$ cat src/rtl/board_io_adapter.sv
// Board-side I/O stage: button synchronise/debounce with press pulses, colour
// depth reduction with optional 2x2 ordered dither, and 1-cycle sync alignment.

module board_io_debounce #(
  parameter int SYNC_STAGES     = 2,
  parameter int DEBOUNCE_CYCLES = 250000
) (
  input  logic clk,
  input  logic rst,
  input  logic raw,
  output logic btn,
  output logic press
);
  localparam int CW = (DEBOUNCE_CYCLES > 1) ? $clog2(DEBOUNCE_CYCLES) : 1;

  logic [SYNC_STAGES-1:0] sync_q, sync_d;
  logic [CW-1:0]          cnt_q, cnt_d;
  logic                   btn_q, btn_d;
  logic                   press_q, press_d;
  logic                   s;

  always_comb begin
    sync_d  = {sync_q[SYNC_STAGES-2:0], raw};
    s       = sync_q[SYNC_STAGES-1];
    btn_d   = btn_q;
    cnt_d   = '0;
    if (s != btn_q) begin
      // Accept the new level only after DEBOUNCE_CYCLES consecutive mismatches
      if (cnt_q == CW'(DEBOUNCE_CYCLES - 1)) btn_d = s;
      else                                   cnt_d = cnt_q + 1'b1;
    end
    press_d = btn_d & ~btn_q;
  end

  always_ff @(posedge clk) begin
    if (rst) begin
      sync_q  <= '0;
      cnt_q   <= '0;
      btn_q   <= 1'b0;
      press_q <= 1'b0;
    end else begin
      sync_q  <= sync_d;
      cnt_q   <= cnt_d;
      btn_q   <= btn_d;
      press_q <= press_d;
    end
  end

  assign btn   = btn_q;
  assign press = press_q;
endmodule

module board_io_adapter #(
  parameter int N_BTN           = 1,
  parameter int SYNC_STAGES     = 2,
  parameter int DEBOUNCE_CYCLES = 250000,
  parameter int IN_BITS         = 8,
  parameter int OUT_BITS        = 4,
  parameter int DITHER          = 1,
  parameter bit SYNC_ACTIVE_LOW = 1'b1
) (
  input  logic                CLK_25MHZ,
  input  logic                RESET,
  input  logic [N_BTN-1:0]    BTN_RAW,
  output logic [N_BTN-1:0]    BTN,
  output logic [N_BTN-1:0]    BTN_PRESS,
  input  logic                HSYNC_IN,
  input  logic                VSYNC_IN,
  input  logic [IN_BITS-1:0]  RED_IN,
  input  logic [IN_BITS-1:0]  GREEN_IN,
  input  logic [IN_BITS-1:0]  BLUE_IN,
  output logic                HSYNC_OUT,
  output logic                VSYNC_OUT,
  output logic [OUT_BITS-1:0] RED_OUT,
  output logic [OUT_BITS-1:0] GREEN_OUT,
  output logic [OUT_BITS-1:0] BLUE_OUT
);
  localparam int   D         = IN_BITS - OUT_BITS;
  localparam bit   DITHER_EN = (DITHER != 0) && (D >= 2);
  localparam int   TSH       = DITHER_EN ? D - 2 : 0;
  localparam logic SYNC_IDLE = SYNC_ACTIVE_LOW ? 1'b1 : 1'b0;

  board_io_debounce #(
    .SYNC_STAGES    (SYNC_STAGES),
    .DEBOUNCE_CYCLES(DEBOUNCE_CYCLES)
  ) u_deb [N_BTN-1:0] (
    .clk  (CLK_25MHZ),
    .rst  (RESET),
    .raw  (BTN_RAW),
    .btn  (BTN),
    .press(BTN_PRESS)
  );

  logic                xp_q, xp_d, yp_q, yp_d, hs_prev_q, hs_prev_d;
  logic                hs_q, vs_q;
  logic [OUT_BITS-1:0] r_q, r_d, g_q, g_d, b_q, b_d;
  logic                hs_act, vs_act;
  logic [1:0]          bayer;
  logic [IN_BITS:0]    thr;

  // Sum is one bit wider than the input so full scale plus threshold saturates
  function automatic logic [OUT_BITS-1:0] reduce(input logic [IN_BITS-1:0] c,
                                                 input logic [IN_BITS:0]   t);
    logic [IN_BITS:0]  sum;
    logic [OUT_BITS:0] q;
    if (DITHER_EN) begin
      sum    = {1'b0, c} + t;
      q      = (OUT_BITS+1)'(sum >> D);
      reduce = q[OUT_BITS] ? '1 : q[OUT_BITS-1:0];
    end else begin
      reduce = OUT_BITS'(c >> D);
    end
  endfunction

  always_comb begin
    hs_act    = HSYNC_IN ^ SYNC_IDLE;
    vs_act    = VSYNC_IN ^ SYNC_IDLE;
    xp_d      = hs_act ? 1'b0 : ~xp_q;
    yp_d      = yp_q;
    if (vs_act)                   yp_d = 1'b0;
    else if (hs_act && !hs_prev_q) yp_d = ~yp_q;
    hs_prev_d = hs_act;
    unique case ({yp_q, xp_q})
      2'b00:   bayer = 2'd0;
      2'b01:   bayer = 2'd2;
      2'b10:   bayer = 2'd3;
      default: bayer = 2'd1;
    endcase
    thr = (IN_BITS+1)'(bayer) << TSH;
    r_d = reduce(RED_IN,   thr);
    g_d = reduce(GREEN_IN, thr);
    b_d = reduce(BLUE_IN,  thr);
  end

  always_ff @(posedge CLK_25MHZ) begin
    if (RESET) begin
      xp_q      <= 1'b0;
      yp_q      <= 1'b0;
      hs_prev_q <= 1'b0;
      hs_q      <= SYNC_IDLE;
      vs_q      <= SYNC_IDLE;
      r_q       <= '0;
      g_q       <= '0;
      b_q       <= '0;
    end else begin
      xp_q      <= xp_d;
      yp_q      <= yp_d;
      hs_prev_q <= hs_prev_d;
      hs_q      <= HSYNC_IN;
      vs_q      <= VSYNC_IN;
      r_q       <= r_d;
      g_q       <= g_d;
      b_q       <= b_d;
    end
  end

  assign HSYNC_OUT = hs_q;
  assign VSYNC_OUT = vs_q;
  assign RED_OUT   = r_q;
  assign GREEN_OUT = g_q;
  assign BLUE_OUT  = b_q;
endmodule

$ cat config.mk
export PLATFORM = sky130hd
export DESIGN_NAME = board_io_adapter
export DESIGN_NICKNAME = d
export VERILOG_FILES = /design/src/rtl/board_io_adapter.sv
export SDC_FILE = /design/constraint.sdc
export NUM_CORES = 1
export LEC_CHECK = 0
export CORE_MARGIN = 5
export CORE_UTILIZATION = 51
export CTS_CLUSTER_SIZE = 28
export DETAILED_ROUTE_END_ITERATION = 7
export PLACE_DENSITY = 0.95
export REMOVE_ABC_BUFFERS = 1
export SLEW_MARGIN = 30
export SYNTH_ARGS = -nofsm -noshare
export SYNTH_HDL_FRONTEND = slang
export SYNTH_SLANG_ARGS = --single-unit
$ cat constraint.sdc
create_clock -name CLK_25MHZ -period 3.4 [get_ports CLK_25MHZ]
set_input_delay 0.68 -clock CLK_25MHZ [delete_from_list [all_inputs] [get_ports CLK_25MHZ]]
set_output_delay 0.68 -clock CLK_25MHZ [all_outputs]
set_load 0.005 [all_outputs]
# After elaboration in Yosys (flattened, before gate mapping)
# Index checks and enable logic that the tools add are counted.
[totals]
reg_bits = 39
inputBits = 29
out_inout_bits = 16
elab_cells = 39
[classes]
add_sub_neg = 4
eq_ne = 4
mux = 6
bitwise = 7
reduce_logical = 6
[ops]
columns = ["cell", "count"]
rows = [
  ["adder 8 x 4 -> 9 bit", 3],
  ["adder 18 x 1 -> 18 bit, second input constant", 1],
  ["equality test 18 bit, second input constant", 1],
  ["two-way mux 4 bit", 3],
  ["inverter 1 bit", 6],
  ["case mux 2 bit (3 select lines)", 1],
  ["OR reduction 2 bit", 2],
  ["OR reduction 3 bit", 1],
  ["equality test 2 x 1 -> 1 bit, second input constant", 1],
  ["equality test 2 bit, second input constant", 1],
  ["logical NOT 2 bit", 1],
  ["two-way mux 1 bit", 2],
  ["bitwise AND 1 bit", 1],
  ["logical AND 1 bit", 1],
  ["logical NOT 1 bit", 1],
  ["!= test 1 bit", 1],
]

# Depth between registers and ports, before layout
[logic_depth]
word_depth = 4
depth_mapped = 6
mapped_depth_nobuf = 6

# By module
# From an unflattened synthesis, not the netlist that was laid out.
[unflattened]
cells_unflattened = 184
hier_area_um2 = 1696.6
[by_module_without_submodules]
columns = ["module", "n_inst", "cells_each", "area_per_inst_um2", "seq_area_each_um2"]
rows = [
  ["board_io_debounce", 1, 106, 965.9, 440.4],
  ["board_io_adapter", 1, 78, 730.7, 340.3],
]

# Worst setup path after synthesis
# OpenSTA, ideal clock, no wires.
[synth_timing]
path_type = "register to register"
startpoint = "register u_deb[0].cnt_q[0]"
endpoint = "register u_deb[0].cnt_q[16]"
setup_time_ps = 71
arrival_ps = 1616
t_required_ps = 3329
path_slack_ps = 1714
path_stages_with_launch = 6
n_path_buf = 0
synth_period_minus_slack_ps = 1686
path_cell_list = "dfxtp_1 -> ha_1 -> nand3_2 -> or4_1 -> or3_1 -> a21oi_1"
[synth_via]
elab_chain_cells = 2
word_cells_on_any_way = 3
classes_between = "add/sub: 1; eq/ne: 1; reduce/logical: 1"
[synth_rtl]
columns = ["element", "line", "rtl"]
rows = [
  ["start, declared", "17", "logic [CW-1:0] cnt_q, cnt_d;"],
  ["start signal, assigned", "43", "cnt_q <= cnt_d;"],
  ["branches (longest 2 deep; another with adder 18 x 1 -> 18 bit)", "-", ""],
]
# Parallel ways; which one is timed is not known.
# A chain may end at the register's enable or synchronous reset.

# Worst setup path after layout
[layout_timing]
startpoint = "register u_deb[0].btn_q"
endpoint = "output BTN"
[layout_lines]
columns = ["element", "line", "rtl"]
rows = [
  ["start, declared", "18", "logic btn_q, btn_d;"],
  ["start signal, assigned", "44", "btn_q <= btn_d;"],
  ["end, declared", "65", "output logic [N_BTN-1:0] BTN,"],
]
# No word-level cell between the ends.

==> flow_summary.rst <==
.. list-table::
   :header-rows: 1

   * - Metric
     - Value
   * - Status
     - completed
   * - Number of buffers inserted for hold repair after clock tree synthesis
     - 0
   * - Max-cap viol count
     - 0
   * - Hold EP
     - u_deb[0].sync_q[1]
   * - Via count of the first global-routing pass
     - 1381
   * - Count of TritonRoute iterations in the first routing pass
     - 4
   * - Clock transition at the registers of the reported paths
     - 0.11 ns
   * - Worst hold path startpoint
     - u_deb[0].sync_q[0]
   * - Setup TNS
     - 0 ns
   * - Detail Placement HPWL
     - 2610 microns
   * - Average footprint of a synthesized cell
     - 9.02 sq um
   * - Number of antenna violations at the first check in global routing
     - 0
   * - Largest net degree at the start of global routing
     - 17
   * - Cells taking the most area after synthesis
     - dfxtp_1, xnor2_1, nor2_1
   * - X dimension of the die
     - 67.2 microns
   * - Reg2reg end
     - u_deb[0].cnt_q[16]
   * - CTS buffer count
     - 5
   * - Crit-path slowest cell
     - clkdlybuf4s50_1
   * - Overall die height
     - 67.2 microns
   * - Max H-tree Level
     - 2
   * - Routed length per placed instance
     - 13.0 microns
   * - Count of unique library cells instantiated by Yosys
     - 37
   * - Iter 0 DRT Violations
     - 84
   * - Pwr/cell area
     - 378 mW/mm^2
   * - WP buf/inv
     - 1
   * - Maximum clock rate
     - 0.507 GHz
   * - Hold slack
     - 0.465 ns
   * - FF+latch count, synth
     - 39
   * - GRT Residual Overflow
     - 0
   * - Routed wire length
     - 3530 microns
   * - Library cell with the largest summed area after synthesis
     - dfxtp_1
   * - Count of input and output buffers
     - 38
   * - Category of the most critical setup path
     - reg2out
   * - Tightest slew margin relative to the limit
     - 0.725
   * - Vias per cell
     - 5.44
   * - Data arrival time of the worst path
     - 1.29 ns
   * - Maximum number of buffers from clock root to sink
     - 2
   * - Minimum period implied by the final worst setup slack
     - 1.97 ns
   * - Number of diodes added for antenna fixing
     - 0
   * - I/O pin cnt
     - 45
   * - Family of cells with the greatest summed delay on the critical path
     - buffers and inverters
   * - Routed vias
     - 1481
   * - Placed instance count
     - 265
   * - Type of element capturing the critical path
     - output pin
   * - Hold Violations, Final
     - 0
   * - Number of buffers added for setup after CTS
     - 0
   * - Worst Reg2Reg Path Length in Cells
     - 4
   * - Gate Count Post-Synth
     - 185
   * - Top fanout value on the critical path
     - 4
   * - Actual transition at the worst max-transition pin
     - 0.411 ns
   * - Cells on Worst Hold Path
     - 1
   * - Area growth from synthesis to final layout
     - 29.4%
   * - Cell Chain, Critical Path
     - clkdlybuf4s50_1
   * - Netlist Area Pre-Place
     - 0.00167 sq mm
   * - Nature of the critical path startpoint
     - flop
   * - Top library cells by usage in the layout, fill and taps aside
     - dfxtp_1, clkdlybuf4s50_1, nor2_1
   * - Placer's final routability congestion estimate
     - 0.793
   * - Fin. max-slew vios
     - 0
   * - Number of sinks handled by clock tree synthesis
     - 39
   * - Delay of the slowest critical-path stage
     - 0.54 ns
   * - Detail Route Antenna Nets
     - 0
   * - Cell at the root of the clock tree
     - clkbuf_4
   * - Sequential cell area fraction in the yosys report
     - 0.468
   * - Share of the clock period used by the worst path after layout
     - 0.580
   * - Leading cell type in the layout, fill and taps excluded
     - dfxtp_1
   * - Wire length of the first global-routing pass
     - 5910 microns
   * - DRC viols
     - 0
   * - Unrepaired setup endpoints after global routing
     - false
   * - Area of the die
     - 0.00452 sq mm
   * - Final std cells w/o fill
     - 272
   * - Required time of the worst setup path
     - 2.72 ns
   * - Hold Crit Class
     - reg2reg
   * - Worst reg2reg startpoint
     - u_deb[0].cnt_q[4]
   * - Clock latency on the worst-skew pair
     - 0.34 ns
   * - Setup clock skew after layout
     - 0.00995 ns
   * - Num rows
     - 20
   * - Static leakage power
     - 0.737 nW
   * - Worst vdd ir
     - 241 uV
   * - Initial standard-cell utilization of the core
     - 0.538
   * - Global routing usage summed across all routing layers
     - 0.176
   * - Number of gates resized after cts
     - 0
   * - Ys Warns
     - 0
   * - Setup slack of the most critical reg-to-reg path
     - 1.46 ns
   * - Net count reported at finish
     - 260
   * - Final setup violation count
     - 0
   * - Layout cells sized above 1
     - 0.0570
   * - Portion of synthesized cell area occupied by the leading cell type
     - 0.468
   * - Clock tree from TritonCTS
     - built
   * - Core box area
     - 0.00310 sq mm
[power breakdown]
group          switching (mW)  internal [mW]
logic                  0.0415         0.0597
registers             0.00503          0.471
clock network           0.143         0.0959
[layout make-up]
cell class              count  area, sq um
clock buffers               6         51.3
inverters                   8         30.0
well taps                  44         55.1
fillers                   251          943
flip-flops and latches     39          781
clock inverters             1         5.00
multi-input cells         134          842
repair buffers             40          395
[worst max-delay path by stage]
stage	startpoint	endpoint	slack [ns]	cells past startpoint
floorplan	u_deb[0].cnt_q[4]	u_deb[0].cnt_q[16]	1.64	4
CTS	u_deb[0].btn	BTN	1.41	1
finish	u_deb[0].btn	BTN	1.43	1
detailed placement	RESET	GREEN_OUT[1]	1.30	5
global route	u_deb[0].cnt_q[4]	u_deb[0].cnt_q[16]	1.31	4
global placement	RESET	GREEN_OUT[1]	1.31	5
[per-layer routing]
metal  share of wire  routed length, microns  track usage  vias to the layer above
met5               0                       0            0                        -
met4           0.022                      76       0.0835                        0
met3           0.074                     260       0.0699                        7
met2            0.49                    1730        0.307                       42
met1            0.41                    1470        0.183                      681
li1                -                       -            -                      751
[logic make-up after synthesis]
logic type,count (synthesis),synth area share
AND/OR/NAND/NOR,82,0.262
flip-flops,39,0.468
AO/OA/AOI/OAI,30,0.118
XOR/XNOR,16,0.0840
buffers and inverters,12,0.0277
adder cells (fa/ha/maj),6,0.0405
[synthesized netlist by cell type]
master / count
a221oi_1: 1
nor2_1: 25
a21oi_1: 8
o21bai_1: 2
a31o_2: 1
nand3_1: 10
ha_1: 3
o21a_1: 3
a211oi_1: 3
clkbuf_1: 3
and4b_1: 1
xnor2_1: 14
or2_2: 2
nand2_1: 6
buf_2: 1
and3_1: 5
o21ai_1: 1
nor2b_1: 3
a41oi_1: 3
or4_1: 2
nand4b_1: 1
or3_1: 3
nand4_1: 4
o21ai_0: 3
maj3_1: 3
nand2b_1: 1
xor2_1: 2
a31oi_1: 4
o31ai_1: 1
inv_1: 8
dfxtp_1: 39
nor3b_1: 4
nor4_1: 5
nor4b_1: 1
nor4bb_1: 1
nor3_1: 7
nand3_2: 1
[stage by stage]
stage | util | total power [mW] | setup WS [ns] | area, sq um
global route | 0.696 | 0.856 | 1.31 | 2160
CTS | 0.696 | 0.828 | 1.41 | 2160
global placement | 0.678 | 0.584 | 1.31 | 2100
floorplan | - | 0.520 | 1.64 | 1650
detailed placement | 0.678 | 0.587 | 1.30 | 2100
finish | 0.696 | 0.817 | 1.43 | 2160
[state kept, by name (all words and copies together) (netlist names)]
| signal | flops |
|---|---|
| BLUE_OUT | 4 |
| GREEN_OUT | 4 |
| hs_prev_q | 1 |
| RED_OUT | 4 |
| yp_q | 1 |
| HSYNC_OUT | 1 |
| u_deb.cnt_q | 18 |
| VSYNC_OUT | 1 |
| u_deb.press | 1 |
| u_deb.sync_q | 2 |
| xp_q | 1 |
| u_deb.btn | 1 |
(Power assumes the default switching activity.)
